==> config.mk <==
export PLATFORM = sky130hd
export DESIGN_NAME = tx_cfg_sequencer_flat
export DESIGN_NICKNAME = d
export VERILOG_FILES = /design/src/rtl/tx_cfg_pkg.sv /design/src/rtl/tx_cfg_sequencer_if.sv /design/src/rtl/tx_step_timer.sv /design/src/rtl/tx_cfg_sequencer.sv /design/src/flat_wrapper.sv
export SDC_FILE = /design/constraint.sdc
export NUM_CORES = 1
export LEC_CHECK = 0
export CAP_MARGIN = 10
export CELL_PAD_IN_SITES_DETAIL_PLACEMENT = 0
export CELL_PAD_IN_SITES_GLOBAL_PLACEMENT = 2
export CORE_MARGIN = 4
export CORE_UTILIZATION = 29
export CTS_CLUSTER_DIAMETER = 100
export DETAILED_ROUTE_END_ITERATION = 10
export GPL_TIMING_DRIVEN = 1
export PLACE_DENSITY = 0.8
export REMOVE_ABC_BUFFERS = 1
export SLEW_MARGIN = 20
export SYNTH_ARGS = -nofsm -noshare
export SYNTH_HDL_FRONTEND = slang
export SYNTH_HIERARCHICAL = 1
export SYNTH_SLANG_ARGS = --single-unit
export TNS_END_PERCENT = 10
==> constraint.sdc <==
create_clock -name clock -period 2.8 [get_ports clock]
set_clock_uncertainty 0.1 [all_clocks]
set_input_delay 0.56 -clock clock [delete_from_list [all_inputs] [get_ports clock]]
set_output_delay 0.56 -clock clock [all_outputs]
set_load 0.02 [all_outputs]
==> src/rtl/tx_cfg_pkg.sv <==
// Shared widths, FSM state codes and helpers for the TX config sequencer.
package tx_cfg_pkg;

    localparam int unsigned GAIN_W  = 8;
    localparam int unsigned PINC_W  = 16;
    localparam int unsigned SCALE_W = 4;

    typedef logic [2:0] state_t;

    localparam state_t IDLE      = 3'd0;
    localparam state_t RAMP_DOWN = 3'd1;
    localparam state_t APPLY     = 3'd2;
    localparam state_t SETTLE    = 3'd3;
    localparam state_t RAMP_UP   = 3'd4;

    typedef struct packed {
        logic [GAIN_W-1:0]  gain;
        logic [PINC_W-1:0]  phase_inc;
        logic               pd_en;
        logic [SCALE_W-1:0] scale;
    } cfg_t;

    // Width able to hold max(step, settle) - 1, never narrower than one bit.
    function automatic int unsigned timer_width(input int unsigned step_cycles,
                                                input int unsigned settle_cycles);
        int unsigned m;
        m = (step_cycles > settle_cycles) ? step_cycles : settle_cycles;
        return (m > 1) ? $clog2(m) : 1;
    endfunction

    function automatic logic [GAIN_W-1:0] sub_floor(input logic [GAIN_W-1:0] a,
                                                    input logic [GAIN_W-1:0] b);
        return (a > b) ? a - b : '0;
    endfunction

endpackage

==> src/rtl/tx_cfg_sequencer_if.sv <==
// Config handshake plus datapath-facing config bus of the TX sequencer.
interface tx_cfg_sequencer_if;
    import tx_cfg_pkg::*;

    logic               cfg_valid;
    logic               cfg_ready;
    logic [GAIN_W-1:0]  cfg_gain;
    logic [PINC_W-1:0]  cfg_phase_inc;
    logic               cfg_pd_en;
    logic [SCALE_W-1:0] cfg_scale;
    logic [15:0]        interval_max;
    logic [GAIN_W-1:0]  mixer_gain;
    logic [PINC_W-1:0]  lo_dds_phase_inc;
    logic               enable_pre_distortion;
    logic [SCALE_W-1:0] scale_select;
    logic               busy;
    logic               overload;

    modport master (
        output cfg_valid, cfg_gain, cfg_phase_inc, cfg_pd_en, cfg_scale, interval_max,
        input  cfg_ready, mixer_gain, lo_dds_phase_inc, enable_pre_distortion,
               scale_select, busy, overload
    );

    modport slave (
        input  cfg_valid, cfg_gain, cfg_phase_inc, cfg_pd_en, cfg_scale, interval_max,
        output cfg_ready, mixer_gain, lo_dds_phase_inc, enable_pre_distortion,
               scale_select, busy, overload
    );

endinterface

==> src/rtl/tx_step_timer.sv <==
// Loadable down-counter shared by ramp-step and settle timing; holds at zero.
module tx_step_timer #(
    parameter int unsigned W = 4
) (
    input  logic         clock,
    input  logic         reset,
    input  logic         load,
    input  logic [W-1:0] load_val,
    input  logic         dec,
    output logic         zero
);

    logic [W-1:0] cnt_q, cnt_d;

    always_comb begin
        cnt_d = cnt_q;
        if (load)
            cnt_d = load_val;
        else if (dec && (cnt_q != '0))
            cnt_d = cnt_q - W'(1);
    end

    always_ff @(posedge clock or posedge reset) begin
        if (reset)
            cnt_q <= '0;
        else
            cnt_q <= cnt_d;
    end

    assign zero = (cnt_q == '0);

endmodule

==> src/rtl/tx_cfg_sequencer.sv <==
// Glitch-free TX config sequencer: ramp gain down, switch config, settle, ramp up.
// Optional overload backoff is built when TX_OVERLOAD_BACKOFF_EN is defined.
module tx_cfg_sequencer
    import tx_cfg_pkg::*;
#(
    parameter logic [GAIN_W-1:0] GAIN_STEP     = 8'd4,
    parameter int unsigned       STEP_CYCLES   = 16,
    parameter int unsigned       SETTLE_CYCLES = 64,
    parameter logic [15:0]       OVL_THRESH    = 16'h7000,
    parameter int unsigned       OVL_COUNT     = 8
) (
    input logic               clock,
    input logic               reset,
    tx_cfg_sequencer_if.slave bus
);

    localparam int unsigned TMR_W = timer_width(STEP_CYCLES, SETTLE_CYCLES);
    localparam logic [TMR_W-1:0] STEP_RELOAD   = TMR_W'(STEP_CYCLES - 1);
    localparam logic [TMR_W-1:0] SETTLE_RELOAD = TMR_W'(SETTLE_CYCLES - 1);

    state_t             state_q, state_d;
    cfg_t               shadow_q, shadow_d;
    logic [GAIN_W-1:0]  gain_q, gain_d;
    logic [PINC_W-1:0]  pinc_q, pinc_d;
    logic               pd_q, pd_d;
    logic [SCALE_W-1:0] scale_q, scale_d;
    logic               ready_q, ready_d;
    logic               busy_q, busy_d;

    logic               tmr_load, tmr_dec, tmr_zero;
    logic [TMR_W-1:0]   tmr_val;
    logic [GAIN_W:0]    gain_up;
    logic               accept;
    logic               backoff;

    assign accept  = bus.cfg_valid && ready_q;
    assign gain_up = {1'b0, gain_q} + {1'b0, GAIN_STEP};

    tx_step_timer #(.W(TMR_W)) u_timer (
        .clock    (clock),
        .reset    (reset),
        .load     (tmr_load),
        .load_val (tmr_val),
        .dec      (tmr_dec),
        .zero     (tmr_zero)
    );

    always_comb begin
        state_d  = state_q;
        shadow_d = shadow_q;
        gain_d   = gain_q;
        pinc_d   = pinc_q;
        pd_d     = pd_q;
        scale_d  = scale_q;
        tmr_load = 1'b0;
        tmr_dec  = 1'b0;
        tmr_val  = STEP_RELOAD;
        case (state_q)
            IDLE: begin
                if (accept) begin
                    shadow_d.gain      = bus.cfg_gain;
                    shadow_d.phase_inc = bus.cfg_phase_inc;
                    shadow_d.pd_en     = bus.cfg_pd_en;
                    shadow_d.scale     = bus.cfg_scale;
                    state_d            = RAMP_DOWN;
                    tmr_load           = 1'b1;
                end else if (backoff) begin
                    gain_d        = sub_floor(gain_q, GAIN_STEP);
                    shadow_d.gain = sub_floor(shadow_q.gain, GAIN_STEP);
                end
            end
            RAMP_DOWN: begin
                if (gain_q == '0) begin
                    state_d = APPLY;
                end else if (tmr_zero) begin
                    gain_d   = sub_floor(gain_q, GAIN_STEP);
                    tmr_load = 1'b1;
                end else begin
                    tmr_dec = 1'b1;
                end
            end
            APPLY: begin
                pinc_d   = shadow_q.phase_inc;
                pd_d     = shadow_q.pd_en;
                scale_d  = shadow_q.scale;
                tmr_val  = SETTLE_RELOAD;
                tmr_load = 1'b1;
                state_d  = SETTLE;
            end
            SETTLE: begin
                if (tmr_zero) begin
                    state_d  = RAMP_UP;
                    tmr_load = 1'b1;
                end else begin
                    tmr_dec = 1'b1;
                end
            end
            RAMP_UP: begin
                if (gain_q == shadow_q.gain) begin
                    state_d = IDLE;
                end else if (tmr_zero) begin
                    // 9-bit sum so a step past 8'hFF clamps instead of wrapping.
                    gain_d   = (gain_up > {1'b0, shadow_q.gain}) ? shadow_q.gain
                                                                 : gain_up[GAIN_W-1:0];
                    tmr_load = 1'b1;
                end else begin
                    tmr_dec = 1'b1;
                end
            end
            default: state_d = IDLE;
        endcase
        ready_d = (state_d == IDLE);
        busy_d  = (state_d != IDLE);
    end

    always_ff @(posedge clock or posedge reset) begin
        if (reset) begin
            state_q  <= IDLE;
            shadow_q <= '0;
            gain_q   <= '0;
            pinc_q   <= '0;
            pd_q     <= 1'b0;
            scale_q  <= '0;
            ready_q  <= 1'b1;
            busy_q   <= 1'b0;
        end else begin
            state_q  <= state_d;
            shadow_q <= shadow_d;
            gain_q   <= gain_d;
            pinc_q   <= pinc_d;
            pd_q     <= pd_d;
            scale_q  <= scale_d;
            ready_q  <= ready_d;
            busy_q   <= busy_d;
        end
    end

`ifdef TX_OVERLOAD_BACKOFF_EN
    localparam int unsigned OVL_W = $clog2(OVL_COUNT + 1);

    logic [OVL_W-1:0] ovl_cnt_q, ovl_cnt_d;
    logic             ovl_flag_q, ovl_flag_d;
    logic             ovl_hit;

    assign ovl_hit = (ovl_cnt_q == OVL_W'(OVL_COUNT));
    // A saturated count waits out a busy sequence and fires on return to IDLE.
    assign backoff = (state_q == IDLE) && !accept && ovl_hit;

    always_comb begin
        ovl_cnt_d  = ovl_cnt_q;
        ovl_flag_d = ovl_flag_q;
        if (backoff || (bus.interval_max < OVL_THRESH))
            ovl_cnt_d = '0;
        else if (!ovl_hit)
            ovl_cnt_d = ovl_cnt_q + OVL_W'(1);
        if (accept)
            ovl_flag_d = 1'b0;
        else if (backoff)
            ovl_flag_d = 1'b1;
    end

    always_ff @(posedge clock or posedge reset) begin
        if (reset) begin
            ovl_cnt_q  <= '0;
            ovl_flag_q <= 1'b0;
        end else begin
            ovl_cnt_q  <= ovl_cnt_d;
            ovl_flag_q <= ovl_flag_d;
        end
    end

    assign bus.overload = ovl_flag_q;
`else
    logic ovl_unused;
    assign ovl_unused   = ^{bus.interval_max, OVL_THRESH} ^ (OVL_COUNT == 0);
    assign backoff      = 1'b0;
    assign bus.overload = 1'b0;
`endif

    assign bus.cfg_ready             = ready_q;
    assign bus.busy                  = busy_q;
    assign bus.mixer_gain            = gain_q;
    assign bus.lo_dds_phase_inc      = pinc_q;
    assign bus.enable_pre_distortion = pd_q;
    assign bus.scale_select          = scale_q;

endmodule

==> src/flat_wrapper.sv <==
// flat-port wrapper written by rule: the top's interface ports become plain ports
module tx_cfg_sequencer_flat import tx_cfg_pkg::*;
#(
    parameter logic [GAIN_W-1:0] GAIN_STEP     = 8'd4,
    parameter int unsigned       STEP_CYCLES   = 16,
    parameter int unsigned       SETTLE_CYCLES = 64,
    parameter logic [15:0]       OVL_THRESH    = 16'h7000,
    parameter int unsigned       OVL_COUNT     = 8
)
  (clock, reset, bus_cfg_valid, bus_cfg_gain, bus_cfg_phase_inc, bus_cfg_pd_en, bus_cfg_scale, bus_interval_max, bus_cfg_ready, bus_mixer_gain, bus_lo_dds_phase_inc, bus_enable_pre_distortion, bus_scale_select, bus_busy, bus_overload);
  tx_cfg_sequencer_if bus_i ();
  input logic clock;
  input logic reset;
  input wire logic [$bits(bus_i.cfg_valid)-1:0] bus_cfg_valid;
  input wire logic [$bits(bus_i.cfg_gain)-1:0] bus_cfg_gain;
  input wire logic [$bits(bus_i.cfg_phase_inc)-1:0] bus_cfg_phase_inc;
  input wire logic [$bits(bus_i.cfg_pd_en)-1:0] bus_cfg_pd_en;
  input wire logic [$bits(bus_i.cfg_scale)-1:0] bus_cfg_scale;
  input wire logic [$bits(bus_i.interval_max)-1:0] bus_interval_max;
  output wire logic [$bits(bus_i.cfg_ready)-1:0] bus_cfg_ready;
  output wire logic [$bits(bus_i.mixer_gain)-1:0] bus_mixer_gain;
  output wire logic [$bits(bus_i.lo_dds_phase_inc)-1:0] bus_lo_dds_phase_inc;
  output wire logic [$bits(bus_i.enable_pre_distortion)-1:0] bus_enable_pre_distortion;
  output wire logic [$bits(bus_i.scale_select)-1:0] bus_scale_select;
  output wire logic [$bits(bus_i.busy)-1:0] bus_busy;
  output wire logic [$bits(bus_i.overload)-1:0] bus_overload;
  assign bus_i.cfg_valid = bus_cfg_valid;
  assign bus_i.cfg_gain = bus_cfg_gain;
  assign bus_i.cfg_phase_inc = bus_cfg_phase_inc;
  assign bus_i.cfg_pd_en = bus_cfg_pd_en;
  assign bus_i.cfg_scale = bus_cfg_scale;
  assign bus_i.interval_max = bus_interval_max;
  assign bus_cfg_ready = bus_i.cfg_ready;
  assign bus_mixer_gain = bus_i.mixer_gain;
  assign bus_lo_dds_phase_inc = bus_i.lo_dds_phase_inc;
  assign bus_enable_pre_distortion = bus_i.enable_pre_distortion;
  assign bus_scale_select = bus_i.scale_select;
  assign bus_busy = bus_i.busy;
  assign bus_overload = bus_i.overload;
  tx_cfg_sequencer #(.GAIN_STEP(GAIN_STEP), .STEP_CYCLES(STEP_CYCLES), .SETTLE_CYCLES(SETTLE_CYCLES), .OVL_THRESH(OVL_THRESH), .OVL_COUNT(OVL_COUNT)) u_core (.clock(clock), .reset(reset), .bus(bus_i));
endmodule
==> metrics.md <==
| Metric | Value |
|---|---|
| Status | complete, no violations |
| First-pass GRT wire length | 14100 µm |
| PD cells | 673 mW/mm² |
| TritonCTS clock tree | built |
| CTS Buf Count | 9 |
| CTS sink cnt | between 60 and 70 |
| GRT Total Usage | 0.123 |
| TNS Setup | 0 ns |
| Post-Syn Instances | around 330 |
| Congestion Overflow GR | 0 |
| Fin. Hold Viols | 0 |
| Nets | 472 |
| Synth warnings | 6 |
| R2R depth | 9 |
| Final setup violation count | 0 |
| # diodes | 0 |
| Async S/R FF share, synth | 1.00 |
| Synthesized cell area | between 0.003 and 0.004 mm² |
| Worst-margin pin slew | 0.517 ns |
| Crit. End Element | flip-flop |
| Leak | 2.25 nW |
| Post-DP HPWL | 6160 µm |
| Synth-to-layout area growth | 35.4% |
| Final Cycle Share | 0.943 |
| Worst Hold Launch | u_core/bus.lo_dds_phase_inc[12] |
| Die height | 119 µm |
| Max Slew Vio Count | 0 |
| I/O pin cnt | 80 |
| Avg Cell Area, Syn | approximately 11 µm² |
| Synth top area share | 0.472 |
| Iter 0 DRT Violations | a little over 100 |
| DR WL/cell | 14.3 µm |
| Clock-pin slew on the worst setup and hold paths | 0.05 ns |
| Worst setup path endpoint | u_core/u_timer/cnt_q[5] |
| CP Launch Type | flip-flop |
| Most frequent cells in the layout | dfrtp_1, clkdlybuf4s50_1, mux2_2 |
| Core region area | approximately 0.012 mm² |
| ANT nets after route | 0 |
| H-tree Lvls | 3 |
| Starting density of the core | 0.299 |
| Worst skew pair latency | 0.33 ns |
| Critical Path Start | u_core/bus.mixer_gain[2] |
| Ys flop type | dfrtp_1 |
| Min Hold Slack | approximately 0.40 ns |
| Max VDD drop | roughly 320 µV |
| Req. time, crit path | a little under 3 ns |
| # DRC | 0 |
| CTS hold repair buffers | 0 |
| Slew HR | 0.651 |
| CTS root buf | clkbuf_16 |
| Chip width | 119 µm |
| Sequential share of the synthesized area | 0.480 |
| Number of global-route vias before repair | a little under 3k |
| Fillers | between 1k and 1.5k |
| R2r startpoint | u_core/bus.mixer_gain[2] |
| CP Cell Sequence | buf_4 > inv_1 > ha_1 > nand3b_1 > o31ai_4 > nand2_1 > a211o_2 > a311o_1 > nand3_1 |
| # rows | 40 |
| Routed WL | 8330 µm |
| Largest net degree at the start of global routing | 37 |
| GP Congestion | roughly 0.77 |
| Largest cells by area after synthesis | dfrtp_1, mux2_2, ha_1 |
| RSZ-0062 raised after global routing | yes |
| DR pass1 iterations | 5 |
| Max stage delay on crit path | approximately 0.44 ns |
| Commonest non-fill, non-tap cell in the layout | dfrtp_1 |
| Area leader, netlist | dfrtp_1 |
| Post-synth EDFFs | 0 |
| Number of buffers added on ports | 62 |
| Max-Cap Viols | 0 |
| Final Critical Period | roughly 2.6 ns |
| Longest Clk Path Bufs | 2 |
| Initial antenna violation count | 0 |
| Reg2reg setup slack | about 0.16 ns |
| Count of cell types in the netlist | 60 |
| CP Max Fanout | 10 |
| HP Class | reg2reg |
| Count of state elements after synthesis | between 60 and 70 |
| Vias post-DR | between 2k and 3k |
| WS Path Type | reg2reg |
| Reg2reg end | u_core/u_timer/cnt_q[5] |
| CP arrival | 2.80 ns |
| Placed cell count | roughly 570 |
| Share of cells above drive strength 1 | 0.245 |
| Die area | roughly 0.014 mm² |
| Slowest CP cell | a211o_2 |
| Achievable frequency | 0.379 GHz |
| Fin cells | ~580 |
| Vias per inst | around 4.7 |
[logic make-up (layout without fill, tap and decap cells)]
kind of cell	after synthesis	count (layout)	share of synthesized area
and+or+nand+nor	87	87	0.129
muxes	50	50	0.154
DFF	69	69	0.480
AOI/OAI and AO/OA	62	62	0.128
other	2	5	0.00208
buffers and inverters	33	118	0.0396
xor gates and xnor gates	8	8	0.0195
adders and majority gates	14	14	0.0486
[final cells by class]
cell class | count | area, µm² | area share
timing repair buffer | 86 | 813 | 0.167
multi-input combinational | 226 | 1780 | 0.365
tap | 168 | 210 | 0.0431
clock inverter | 4 | 51.3 | 0.0105
inverter | 18 | 67.6 | 0.0139
sequential | 69 | 1730 | 0.354
clock buffer | 10 | 229 | 0.0469
[critical path: cells and delay by family, from the launching register on]
family	cells	cell delay [ns]
fa+ha+maj	1	0.29
simple gates	3	0.43
buf+inv	2	0.32
compound gates	3	1.05
flops	1	0.38
[sequential cells by signal (all words and copies together), names as in the netlist]
signal,count
u_core/u_timer/cnt_q,6
u_core/state_q,3
u_core/bus.scale_select,4
u_core/bus.lo_dds_phase_inc,16
u_core/shadow_q,29
u_core/bus.cfg_ready,1
u_core/bus.mixer_gain,8
u_core/bus.busy,1
u_core/bus.enable_pre_distortion,1
[report_power, final]
| group | switching, mW | total, mW | internal (mW) | leakage, nW |
|---|---|---|---|---|
| registers | 0.122 | 1.29 | 1.17 | 0.898 |
| clock network | 0.399 | 1.08 | 0.679 | 0.134 |
| logic | 0.472 | 0.914 | 0.442 | 1.22 |
[timing repair]
| item | 4_1_cts | 5_1_grt |
|---|---|---|
| endpoints found under the setup margin | 0 | 8 |
| resized for setup | 0 | 6 |
| setup buffers | 0 | 0 |
| endpoints found under the hold margin | 0 | 0 |
[synth_stat cells, types with 2 or more instances]
cell type,n
o221ai_1,2
o21ai_0,15
nand2b_1,2
a21o_1,2
conb_1,2
o41ai_1,2
nand3_1,11
and3_1,2
nor3_1,4
o2bb2ai_1,2
o31ai_1,2
xnor2_1,2
clkbuf_1,9
dfrtp_1,68
a41oi_1,2
a21oi_1,14
nand2_1,19
mux2_2,43
buf_2,3
xor2_1,6
and2_1,3
or3_1,3
a211o_1,3
a311oi_1,2
buf_4,2
inv_1,17
mux2i_1,7
o2111ai_1,2
ha_1,14
nor2_1,19
nor2b_1,7
o31ai_4,2
nand4_1,5
[worst min-delay path by stage]
stage	cells after the start	to
after global placement	1	u_core/bus.lo_dds_phase_inc[4]
after global routing	1	u_core/bus.lo_dds_phase_inc[3]
after CTS	1	u_core/bus.lo_dds_phase_inc[4]
after detailed placement	1	u_core/bus.lo_dds_phase_inc[0]
final	1	u_core/bus.lo_dds_phase_inc[12]
after floorplan	1	u_core/u_timer/cnt_q[0]
[metrics by stage]
step                      setup WS [ns]  total power, mW   util  instance area (µm²)
after floorplan                  -0.322             1.88      -                 3540
after global placement            0.156             2.20  0.379                 4570
after detailed placement          0.131             2.22  0.379                 4570
after CTS                         0.112             3.32  0.402                 4850
after global routing            -0.0527             3.50  0.404                 4880
final                             0.159             3.28  0.404                 4880
[per-layer routing]
layer	wire length (µm)	GRT usage
met1	3860	0.164
met2	3800	0.184
met3	571	0.0418
met4	97	0.0451
met5	0	0
(Power assumes the default switching activity.)
